--- src/rtl/i2s_pkg.sv ---
// Shared types and constants for the I2S frame arbiter.
// Holds the FSM state type, the mode encodings and the statistics counter width.
// Imported by the grant selector and the top level.
package i2s_pkg;

    localparam int AUDIO_DW_DEF = 32;
    localparam int UCNT_W       = 16;

    typedef enum logic {
        IDLE = 1'b0,
        RUN  = 1'b1
    } state_t;

    localparam logic MODE_RR   = 1'b0;
    localparam logic MODE_PRIO = 1'b1;

endpackage

--- src/rtl/i2s_rr_arb.sv ---
// Combinational grant selection: round-robin with burst hold, or fixed priority.
// Ports: active gates all grants; valid/ptr/burst_cnt/mode in, one-hot-or-zero grant out.
// Zero latency; a grant is only ever raised on a valid source.
module i2s_rr_arb
    import i2s_pkg::*;
#(
    parameter int NUM_SRC = 4,
    parameter int BURST   = 2
) (
    input  logic               active,
    input  logic               mode,
    input  logic [NUM_SRC-1:0] valid,
    input  logic [2:0]         ptr,
    input  logic [3:0]         burst_cnt,
    output logic [NUM_SRC-1:0] grant
);

    logic found;

    always_comb begin
        grant = '0;
        found = 1'b0;
        if (active) begin
            if (mode == MODE_PRIO) begin
                for (int i = 0; i < NUM_SRC; i++) begin
                    if (!found && valid[i]) begin
                        grant[i] = 1'b1;
                        found    = 1'b1;
                    end
                end
            end else begin
                // burst_cnt == 0 means nobody currently holds the grant (after
                // reset or an underrun), so the pointer source gets no hold.
                for (int i = 0; i < NUM_SRC; i++) begin
                    if (i == int'(ptr) && valid[i] && burst_cnt != 4'd0 &&
                        int'(burst_cnt) < BURST) begin
                        grant[i] = 1'b1;
                        found    = 1'b1;
                    end
                end
                // Search upward from ptr+1; ptr itself comes last.
                for (int k = 1; k <= NUM_SRC; k++) begin
                    if (!found && valid[(int'(ptr) + k) % NUM_SRC]) begin
                        grant[(int'(ptr) + k) % NUM_SRC] = 1'b1;
                        found = 1'b1;
                    end
                end
            end
        end
    end

endmodule

--- src/rtl/i2s_frame_arbiter.sv ---
// Frame-rate scheduler sharing one I2S transmitter among NUM_SRC sources.
// Ports: lrclk/rst; enable, mode, clr_stats; per-source valid/left/right in,
// src_ready out; registered left_chan/right_chan, chan_valid, cur_src, underrun_cnt.
// One decision per frame; accepted pair appears one lrclk edge later.
module i2s_frame_arbiter
    import i2s_pkg::*;
#(
    parameter int AUDIO_DW      = AUDIO_DW_DEF,
    parameter int NUM_SRC       = 4,
    parameter int BURST         = 2,
    parameter bit UNDERRUN_HOLD = 1'b0
) (
    input  logic                        lrclk,
    input  logic                        rst,
    input  logic                        enable,
    input  logic                        mode,
    input  logic                        clr_stats,
    input  logic [NUM_SRC-1:0]          src_valid,
    input  logic [NUM_SRC*AUDIO_DW-1:0] src_left,
    input  logic [NUM_SRC*AUDIO_DW-1:0] src_right,
    output logic [NUM_SRC-1:0]          src_ready,
    output logic [AUDIO_DW-1:0]         left_chan,
    output logic [AUDIO_DW-1:0]         right_chan,
    output logic                        chan_valid,
    output logic [2:0]                  cur_src,
    output logic [UCNT_W-1:0]           underrun_cnt
);

    state_t                state;
    state_t                next_state;
    logic [2:0]            ptr;
    logic [3:0]            burst_cnt;
    logic [NUM_SRC-1:0]    grant;
    logic                  run_en;
    logic                  xfer;
    logic                  underrun;
    logic [2:0]            win_idx;
    logic [AUDIO_DW-1:0]   win_left;
    logic [AUDIO_DW-1:0]   win_right;

    assign run_en   = (state == RUN) && enable;
    assign xfer     = |(grant & src_valid);
    assign underrun = run_en && !(|src_valid);
    assign src_ready = grant;

    i2s_rr_arb #(
        .NUM_SRC (NUM_SRC),
        .BURST   (BURST)
    ) u_arb (
        .active    (run_en),
        .mode      (mode),
        .valid     (src_valid),
        .ptr       (ptr),
        .burst_cnt (burst_cnt),
        .grant     (grant)
    );

    always_comb begin
        win_idx   = 3'd0;
        win_left  = '0;
        win_right = '0;
        for (int i = 0; i < NUM_SRC; i++) begin
            if (grant[i]) begin
                win_idx   = 3'(i);
                win_left  = src_left[i*AUDIO_DW +: AUDIO_DW];
                win_right = src_right[i*AUDIO_DW +: AUDIO_DW];
            end
        end
    end

    always_ff @(posedge lrclk or negedge rst) begin
        if (!rst) state <= IDLE;
        else      state <= next_state;
    end

    always_comb begin
        next_state = state;
        case (state)
            IDLE:    if (enable)  next_state = RUN;
            RUN:     if (!enable) next_state = IDLE;
            default: next_state = IDLE;
        endcase
    end

    always_ff @(posedge lrclk or negedge rst) begin
        if (!rst) begin
            left_chan    <= '0;
            right_chan   <= '0;
            chan_valid   <= 1'b0;
            cur_src      <= 3'd0;
            ptr          <= 3'(NUM_SRC - 1);
            burst_cnt    <= 4'd0;
            underrun_cnt <= '0;
        end else begin
            if (!run_en) begin
                // IDLE, or the edge that leaves RUN: outputs forced quiet.
                left_chan  <= '0;
                right_chan <= '0;
                chan_valid <= 1'b0;
                cur_src    <= 3'd0;
            end else if (xfer) begin
                left_chan  <= win_left;
                right_chan <= win_right;
                chan_valid <= 1'b1;
                cur_src    <= win_idx;
                ptr        <= win_idx;
                if (win_idx == ptr)
                    burst_cnt <= (burst_cnt == 4'hF) ? burst_cnt : burst_cnt + 4'd1;
                else
                    burst_cnt <= 4'd1;
            end else begin
                chan_valid <= 1'b0;
                burst_cnt  <= 4'd0;
                if (!UNDERRUN_HOLD) begin
                    left_chan  <= '0;
                    right_chan <= '0;
                end
            end

            if (clr_stats)
                underrun_cnt <= '0;
            else if (underrun && underrun_cnt != {UCNT_W{1'b1}})
                underrun_cnt <= underrun_cnt + 1'b1;
        end
    end

endmodule

--- config.mk ---
export PLATFORM = sky130hd
export DESIGN_NAME = i2s_frame_arbiter
export DESIGN_NICKNAME = d
export VERILOG_FILES = /design/src/rtl/i2s_pkg.sv /design/src/rtl/i2s_rr_arb.sv /design/src/rtl/i2s_frame_arbiter.sv
export SDC_FILE = /design/constraint.sdc
export NUM_CORES = 1
export LEC_CHECK = 0
export BUFFER_PORTS_ARGS = -buffer_cell sky130_fd_sc_hd__buf_4
export CORE_AREA = 3 3 137 139
export CTS_CLUSTER_DIAMETER = 200
export DETAILED_ROUTE_END_ITERATION = 16
export DIE_AREA = 0 0 140 142
export SLEW_MARGIN = 20
export SYNTH_ARGS = -nofsm -noshare
export SYNTH_HDL_FRONTEND = slang
export SYNTH_SLANG_ARGS = --single-unit
--- constraint.sdc ---
create_clock -name lrclk -period 5.2 [get_ports lrclk]
set_input_delay 1.04 -clock lrclk [delete_from_list [all_inputs] [get_ports lrclk]]
set_output_delay 1.04 -clock lrclk [all_outputs]
set_load 0.02 [all_outputs]
==> metrics.md <==
| Metric | Value |
|---|---|
| Clk pin slew, worst setup/hold paths | `70 ps` |
| PortBufs | `351` |
| Critical path class | `flip-flop to primary output` |
| Cts repair resizes | `0` |
| Die Wd | `140 um` |
| Compound-Gate Fraction of Synth Area | `0.244` |
| Final setup fails | `0` |
| Top-area cell type share of the netlist area | `0.419` |
| FFs w/ async S/R, synth | `1.00` |
| Avg WL per Cell | `21.0 um` |
| Largest net degree at the start of global routing | `67` |
| Vias/cell | `5.41` |
| CP max stage cell | `dfstp_2` |
| Xor and xnor area share after synthesis | `0.0200` |
| Grt ovf | `0` |
| Slew HR | `0.413` |
| Tightest Pin Transition | `881 ps` |
| Delay-heaviest family, CP | `flip-flops` |
| IO Count | `353` |
| Most frequent cells in the layout | `buf_4 (357), dfrtp_1 (88), nand2_1 (83)` |
| Detail Route Antenna Nets | `0` |
| Largest family of logic cells by synthesized area | `compound AO/OA/AOI/OAI gates` |
| Yosys top cell by area | `dfrtp_1` |
| Sequential area share after synthesis | `0.429` |
| Num rows | `49` |
| Yosys reg bits | `90` |
| Post-synth EDFFs | `0` |
| IR drop worst, VDD | `0.000150 V` |
| Syn Std Cell Area | `5260 um2` |
| Synth Area in Adders | `0.0262` |
| Crit-path max cell delay | `650 ps` |
| Critical Path AT | `3450 ps` |
| Synthesized net count | `856` |
| Routability congestion estimate | `0.982` |
| Clock skew | `9.14 ps` |
| Top post-synthesis cells by area | `dfrtp_1 (42%), a311oi_1 (11%), o22ai_1 (7.6%)` |
| First-pass GRT wire length | `35,000 um` |
| Clk sinks | `90` |
| CP max FO | `38` |
| Drt drc | `0` |
| Worst Path Required | `4160 ps` |
| Num CTS Buffers | `9` |
| Post-synthesis cell type count | `60` |
| Crit. End Element | `primary output` |
| Critical Path, Cell by Cell | `inv_1 > ha_1 > mux4_2 > nor4b_2 > nand2_1 > a31o_4 > inv_2 > buf_4` |
| Mux share of post-synthesis cell area | `0.0240` |
| Setup Fix Bufs, Post-CTS | `0` |
| Post-route clock period utilization | `0.863` |
| Area grow syn2layout | `58.6%` |
| Fin crit period | `4490 ps` |
| Post-synthesis area per instance | `9.07 um2` |
| First DRT Iteration DRCs | `266` |
| Max-Cap Viols | `0` |
| Layout cells sized above 1 | `0.445` |
| Clk_lat worst skew | `340 ps` |
| Core Area | `17,800 um2` |
| P per Cell Area | `311 nW/um2` |
| Nets | `1,168` |
| Most common cell after layout, fill and taps aside | `buf_4` |
| Final Hold Fails | `0` |
| F_max | `223 MHz` |
| Status | `completed` |
| Root buffer cell | `clkbuf_16` |
| First-pass detailed-route iteration total | `5` |
| Hold Path Class | `flip-flop to flip-flop` |
| Starting Density | `0.296` |
| Crit path buffers/inverters | `3` |
| Drt total wl | `23,600 um` |
| Ys Warns | `0` |
| Die area | `19,900 um2` |
| Diodes inserted | `0` |
| Final HPWL DP | `17,000 um` |
| GR Util All Layers | `0.225` |
| Post-Synth Simple-Gate Area | `0.193` |
| Antenna violations before repair | `0` |
| Vias | `6,095` |
| Synth Flop Type | `dfrtp_1` |
| Setup TNS | `0 ps` |
| Longest Clk Path Bufs | `2` |
| CTS tree | `built` |
| Hold_buf cts | `0` |
| Die Height | `142 um` |
| Static leakage | `0.00389 uW` |
| CP startpoint kind | `flip-flop` |
| Fin. max-slew vios | `0` |
| Unrepaired setup endpoints after global routing | `false` |
| Post-layout total power | `2600 uW` |
| Syn Inst Count | `580` |
| Number of H-tree levels | `3` |
| Vias in the first global route | `6,014` |
## per-layer routing
layer | part of all wire | GRT usage | routed length (um) | up-vias
met5 | 0 | 0 | 0 | -
li1 | - | - | - | 2831
met4 | 0.013 | 0.0581 | 310 | 0
met3 | 0.087 | 0.0635 | 2060 | 21
met2 | 0.51 | 0.382 | 11900 | 285
met1 | 0.39 | 0.285 | 9320 | 2958
## synthesized netlist by cell type (all sizes together), types with 2 or more instances
master / instances
a311oi: 65
nand4: 2
nand2: 84
mux4: 4
mux2: 2
and2: 2
o21ai: 11
nor3: 4
ha: 11
a21oi: 12
o22ai: 64
nor4: 2
dfstp: 2
a31oi: 7
nand2b: 3
dfrtp: 88
and3: 7
a32o: 2
clkbuf: 22
inv: 12
and4: 3
nand3: 71
nor2b: 2
xor2: 7
or3: 4
xnor2: 5
buf: 37
nor2: 26
## where the power goes
group	internal (uW)	leakage (uW)	switching [uW]
combinational	459	0.00250	607
sequential	779	0.00123	54.5
clock	412	0.000159	284
## sequential cells by signal, summed over array words and instances, names as in the netlist
register      count
state             1
chan_valid        1
ptr               2
cur_src           2
underrun_cnt     16
right_chan       32
left_chan        32
burst_cnt         4
## path summary, 6_finish.rpt
path | slack, ps | from | depth (start not counted) | endpoint
max in group asynchronous | 3390 | rst | 2 | ptr[1]
worst max register to register | 1090 | ptr[0] | 10 | right_chan[11]
worst max-delay path | 710 | ptr[0] | 8 | src_ready[3]
worst min-delay path | 560 | cur_src[0] | 1 | cur_src[0]
min in group asynchronous | 800 | rst | 1 | left_chan[11]
worst min register to register | 560 | cur_src[0] | 1 | cur_src[0]
## stage by stage
step / util / area [um2] / cells / worst slack (ps) / hold slack (ps)
2_1_floorplan: - / 5260 / 580 / 1290 / 542
3_3_place_gp: 0.452 / 8030 / 1110 / 1090 / 529
3_5_place_dp: 0.452 / 8030 / 1110 / 1080 / 539
4_1_cts: 0.469 / 8340 / 1126 / 694 / 557
5_1_grt: 0.469 / 8340 / 1126 / 496 / 568
6_report: 0.469 / 8340 / 1126 / 711 / 561
## kinds of logic (layout without fill, tap and decap cells)
group / count (synthesis) / count (layout)
and+or+nand+nor: 214 / 214
adders and majority gates: 11 / 11
DFF: 90 / 90
xor gates and xnor gates: 12 / 12
buffers and inverters: 71 / 388
muxes: 7 / 7
other: 1 / 1
AOI/OAI and AO/OA: 174 / 174
## cell type report
class	instances	area, um2
timing repair buffer	360	2740
tap	229	287
sequential	90	2250
multi-input combinational	419	2700
clock buffer	12	267
fill	1745	9440
clock inverter	4	48.8
inverter	12	45.0
(Power assumes the default switching activity.)
